`config.mk`:
```
export PLATFORM = sky130hd
export DESIGN_NAME = booth_seq_ctrl
export DESIGN_NICKNAME = d
export VERILOG_FILES = /design/src/rtl/booth_pkg.sv /design/src/rtl/booth_recoder.sv /design/src/rtl/booth_seq_ctrl.sv
export SDC_FILE = /design/constraint.sdc
export NUM_CORES = 1
export LEC_CHECK = 0
export BUFFER_PORTS_ARGS = -buffer_cell sky130_fd_sc_hd__buf_2
export CAP_MARGIN = 5
export CORE_AREA = 2 2 39 41
export CTS_CLUSTER_SIZE = 14
export DETAILED_ROUTE_END_ITERATION = 6
export DIE_AREA = 0 0 41 43
export GPL_ROUTABILITY_DRIVEN = 0
export GPL_TIMING_DRIVEN = 0
export SLEW_MARGIN = 20
export SYNTH_ARGS = -nofsm -noshare
export SYNTH_HDL_FRONTEND = slang
export SYNTH_SLANG_ARGS = --single-unit
```
`constraint.sdc`:
```
create_clock -name clk -period 2.19 [get_ports clk]
set_input_delay 0.1095 -clock clk [delete_from_list [all_inputs] [get_ports clk]]
set_output_delay 0.1095 -clock clk [all_outputs]
set_load 0.1 [all_outputs]
```
`src/rtl/booth_pkg.sv`:
```
// Shared types and the radix-4 Booth digit recoder for the booth_seq_ctrl sequencer.
package booth_pkg;

    typedef enum logic [1:0] {
        IDLE = 2'd0,
        LOAD = 2'd1,
        STEP = 2'd2,
        DONE = 2'd3
    } booth_state_t;

    typedef struct packed {
        logic en;
        logic neg;
        logic x2;
    } booth_pp_t;

    // {P[1],P[0],P[-1]} -> digit in {-2,-1,0,+1,+2} as enable/negate/double
    function automatic booth_pp_t booth_recode(input logic [2:0] bits);
        booth_pp_t pp;
        pp = '0;
        case (bits)
            3'b001, 3'b010: begin pp.en = 1'b1; end
            3'b011:         begin pp.en = 1'b1; pp.x2 = 1'b1; end
            3'b100:         begin pp.en = 1'b1; pp.neg = 1'b1; pp.x2 = 1'b1; end
            3'b101, 3'b110: begin pp.en = 1'b1; pp.neg = 1'b1; end
            default:        pp = '0;
        endcase
        return pp;
    endfunction

endpackage

```
`src/rtl/booth_recoder.sv`:
```
// Partial-product select for the current Booth digit; forced to zero outside add-and-shift cycles.
module booth_recoder
    import booth_pkg::*;
(
    input  logic [2:0] reg_lsb,
    input  logic       step_active,
    output booth_pp_t  pp
);

    always_comb begin
        pp = '0;
        if (step_active) begin
            pp = booth_recode(reg_lsb);
        end
    end

endmodule

```
`src/rtl/booth_seq_ctrl.sv`:
```
// Sequencer for an iterative radix-4 Booth multiplier: load, ITERS add-and-shift steps, held done.
// Optional statistics counters are built when BOOTH_STAT_EN is defined.
module booth_seq_ctrl
    import booth_pkg::*;
#(
    parameter int WIDTH_REGISTER = 32,
    localparam int ITERS = WIDTH_REGISTER / 2,
    localparam int CW    = $clog2(ITERS + 1)
) (
    input  logic          clk,
    input  logic          n_rst,
    input  logic          i_start_valid,
    output logic          o_start_ready,
    input  logic          i_abort,
    input  logic [2:0]    i_reg_lsb,
    output logic          o_reg_load,
    output logic          o_reg_step,
    output logic          o_pp_en,
    output logic          o_pp_neg,
    output logic          o_pp_x2,
    output logic [CW-1:0] o_iter,
    output logic          o_busy,
    output logic          o_done_valid,
`ifdef BOOTH_STAT_EN
    output logic [15:0]   o_op_count,
    output logic [15:0]   o_nz_digits,
`endif
    input  logic          i_done_ready
);

    booth_state_t  state_reg, state_next;
    logic [CW-1:0] iter_reg, iter_next;
    booth_pp_t     pp;

    always_ff @(posedge clk or negedge n_rst) begin
        if (!n_rst) begin
            state_reg <= IDLE;
            iter_reg  <= '0;
        end else begin
            state_reg <= state_next;
            iter_reg  <= iter_next;
        end
    end

    always_comb begin
        state_next = state_reg;
        iter_next  = iter_reg;
        case (state_reg)
            IDLE: begin
                if (i_start_valid) state_next = LOAD;
            end
            LOAD: begin
                iter_next  = '0;
                state_next = STEP;
            end
            STEP: begin
                if (iter_reg < CW'(ITERS)) iter_next = iter_reg + CW'(1);
                if (iter_reg >= CW'(ITERS - 1)) state_next = DONE;
            end
            DONE: begin
                if (i_done_ready) state_next = IDLE;
            end
            default: state_next = IDLE;
        endcase
        // Abort wins over a same-cycle done handshake: the result is dropped.
        if (i_abort && (state_reg != IDLE)) begin
            state_next = IDLE;
            iter_next  = '0;
        end
    end

    assign o_start_ready = (state_reg == IDLE);
    assign o_reg_load    = (state_reg == LOAD);
    assign o_reg_step    = (state_reg == STEP);
    assign o_busy        = (state_reg == LOAD) || (state_reg == STEP);
    assign o_done_valid  = (state_reg == DONE);
    assign o_iter        = iter_reg;

    booth_recoder u_recoder (
        .reg_lsb     (i_reg_lsb),
        .step_active (o_reg_step),
        .pp          (pp)
    );

    assign o_pp_en  = pp.en;
    assign o_pp_neg = pp.neg;
    assign o_pp_x2  = pp.x2;

`ifdef BOOTH_STAT_EN
    logic [15:0] op_count_reg;
    logic [15:0] nz_digits_reg;
    logic        done_fire;

    assign done_fire = o_done_valid && i_done_ready && !i_abort;

    always_ff @(posedge clk or negedge n_rst) begin
        if (!n_rst) begin
            op_count_reg  <= '0;
            nz_digits_reg <= '0;
        end else begin
            if (done_fire && (op_count_reg != 16'hFFFF)) op_count_reg <= op_count_reg + 16'd1;
            if (pp.en && (nz_digits_reg != 16'hFFFF)) nz_digits_reg <= nz_digits_reg + 16'd1;
        end
    end

    assign o_op_count  = op_count_reg;
    assign o_nz_digits = nz_digits_reg;
`endif

endmodule
```
==> metrics.md <==
| Metric | Value |
|---|---|
| Yosys warns | 0 |
| Mapped Cells | 57 |
| Antenna cell count | 0 |
| CTS tree | done |
| Worst-margin pin slew | 0.487 ns |
| Run status | finished, final reports clean |
| Sequential area share after synthesis | 35.4% |
| WL final | 1130 um |
| Via density | 4.94 |
| Number of global-route vias before repair | 440 |
| Total GRT Usage | 15.4% |
| Period minus WS final | 1.83 ns |
| Die Wd | 41 um |
| Worst setup EP type | output pin |
| Hold Crit Start | i_abort |
| Commonest cells after routing, fill and taps aside | buf_2 (20), nor2_1 (10) |
| FF-to-FF End | state_reg[1]$_DFFE_PN0P_ |
| Post-CTS Resized | 0 |
| Hold crit path type | in -> reg |
| Clock transition at path regs | 0.05 ns |
| Slew Limit Fails | 0 |
| WS Path Type | reg -> out |
| CTS Buffer Depth | 2 |
| Worst-Skew Late Latency | 0.25 ns |
| Largest net degree at the start of global routing | 8 |
| Post-synthesis register bit count | 7 |
| Rel. slew slack | 67.8% |
| Worst-path cell chain | inv_1 -> ha_2 -> inv_1 -> nor2_4 -> buf_2 |
| Chip height | 43 um |
| CTS H-tree lvls | 1 |
| Site row count | 14 |
| Initial antenna violation count | 0 |
| Crit-path leading delay family | buffers and inverters |
| Final setup fails | 0 |
| Share of layout cells above drive strength 1 | 39.0% |
| Inserted Clock Buffers | 3 |
| R2R Setup Slk | 0.53 ns |
| CP Max Fanout | 7 |
| RR Startpoint | o_iter[0]$_DFFE_PN0P_ |
| Max Fclk | 0.546 GHz |
| RSZ-0062 raised after global routing | no |
| Core Area | 1380 um^2 |
| Layout Skew | 0.000397 ns |
| Slowest cell on crit path | buf_2 |
| Number of antenna-violating nets in the routed design | 0 |
| Final hold vios | 0 |
| Most used cell, CP | inv_1 |
| Via Count | 484 |
| CTS root buf | clkbuf_4 |
| Post-DP HPWL | 871 um |
| DRT iter0 DRCs | 0 |
| First-pass GRT wire length | 1790 um |
| Post-CTS setup buffer count | 0 |
| Critical Path RT | 2.08 ns |
| Worst endpoint data arrival time | 1.72 ns |
| Avg Cell Area, Syn | 8.67 um^2 |
| Initial core utilization | 35.7% |
| Tcrit/Tclk final | 83.6% |
| Post-synth cell types | 21 |
| MaxCap Viol Count | 0 |
| Syn Nets | 71 |
| Setup TNS | 0 ns |
| Hold Buf Count CTS | 1 |
| Area grow syn2layout | 35.9% |
| DR WL/cell | 11.5 um |
| Most common cell after layout, fill and taps aside | buf_2 |
| DRC | 0 |
| Congestion Overflow GR | 0 |
| Number of flip-flops under the largest register name | 5 |
| Die area | 1760 um^2 |
| Mapped Area | 494 um^2 |
| Worst Hold End | state_reg[0]$_DFFE_PN0P_ |
| PortBufs | 20 |
| Final net count | 97 |
| DR pass1 iterations | 1 |
| CP startpoint kind | register |
| CP Buf/Inv Count | 3 |
| Worst path max stage delay | 0.42 ns |
| FF-to-FF path depth | 7 |
| Clock sinks | 7 |
| Hold path cells | 3 |
| I/O pin count | 21 |
[worst max-delay path by stage]
| stage | startpoint | end | slack [ns] | cells past startpoint |
|---|---|---|---|---|
| 3_3_place_gp | o_iter[0]$_DFFE_PN0P_ | state_reg[1]$_DFFE_PN0P_ | 0.51 | 7 |
| 4_1_cts | state_reg[0]$_DFFE_PN0P_ | o_pp_en | 0.34 | 5 |
| 3_5_place_dp | o_iter[0]$_DFFE_PN0P_ | state_reg[1]$_DFFE_PN0P_ | 0.51 | 7 |
| 2_1_floorplan | o_iter[2]$_DFFE_PN0P_ | state_reg[1]$_DFFE_PN0P_ | 0.02 | 6 |
| 5_1_grt | state_reg[0]$_DFFE_PN0P_ | o_pp_en | 0.25 | 5 |
| 6_report | state_reg[0]$_DFFE_PN0P_ | o_pp_en | 0.36 | 5 |
[cell families after synthesis]
logic type               share of synthesized area (%)
AND/OR/NAND/NOR                                   24.8
AO/OA/AOI/OAI                                     16.7
flip-flops                                        35.4
adder cells (fa/ha/maj)                           15.2
buffers and inverters                             3.80
multiplexers                                      4.05
[metal layers]
layer / track usage, % / vias to the layer above / share of wire (%)
met5: 0 / - / 0
met3: 3.14 / 2 / 5.7
li1: - / 250 / -
met4: 10.0 / 0 / 1.2
met1: 20.1 / 217 / 47
met2: 21.9 / 15 / 46
[Yosys cell counts]
| master | instances | area share (%) |
|---|---|---|
| nand2_1 | 3 | 2.3 |
| dfrtp_1 | 7 | 35 |
| nand3b_1 | 1 | 1.5 |
| a22oi_1 | 1 | 1.5 |
| o22a_2 | 1 | 2.0 |
| and3_1 | 1 | 1.3 |
| o21ai_0 | 2 | 2.0 |
| nor2_1 | 12 | 9.1 |
| a21oi_1 | 5 | 5.1 |
| a31oi_1 | 1 | 1.3 |
| mux2i_1 | 2 | 4.1 |
| ha_1 | 6 | 15 |
| a221oi_1 | 1 | 1.8 |
| nor2b_1 | 3 | 3.8 |
| a311oi_2 | 1 | 3.0 |
| and3_2 | 1 | 1.5 |
| inv_1 | 5 | 3.8 |
| nand4_1 | 1 | 1.3 |
| nand2b_1 | 1 | 1.3 |
| nor3_1 | 1 | 1.0 |
| nand4b_1 | 1 | 1.8 |
[through the flow]
| stage | hold slack [ns] | utilization [%] | setup slack (ns) | instances | area (um^2) |
|---|---|---|---|---|---|
| floorplan | -0.186 | - | 0.0245 | 57 | 515 |
| global placement | -0.0449 | 45.9 | 0.511 | 93 | 636 |
| detailed placement | -0.0450 | 45.9 | 0.513 | 93 | 636 |
| CTS | 0.195 | 48.6 | 0.338 | 98 | 672 |
| global route | 0.202 | 48.6 | 0.254 | 98 | 672 |
| finish | 0.208 | 48.6 | 0.359 | 98 | 672 |
[tightest hold or removal path, delay by kind of cell]
| kind | cells | cell delay (ns) |
|---|---|---|
| buffers and inverters | 1 | 0.08 |
| and+or+nand+nor | 1 | 0.04 |
| AOI/OAI and AO/OA | 1 | 0.18 |
[area by class of cell]
type	count	area [um^2]
clock buffer	4	26.3
fill	141	712
sequential	7	178
inverter	5	18.8
tap	16	20.0
multi-input combinational	45	319
timing repair buffer	21	110
Power is not shown: default switching activity piles up to over one toggle a cycle in this logic, so the estimate is an artifact.
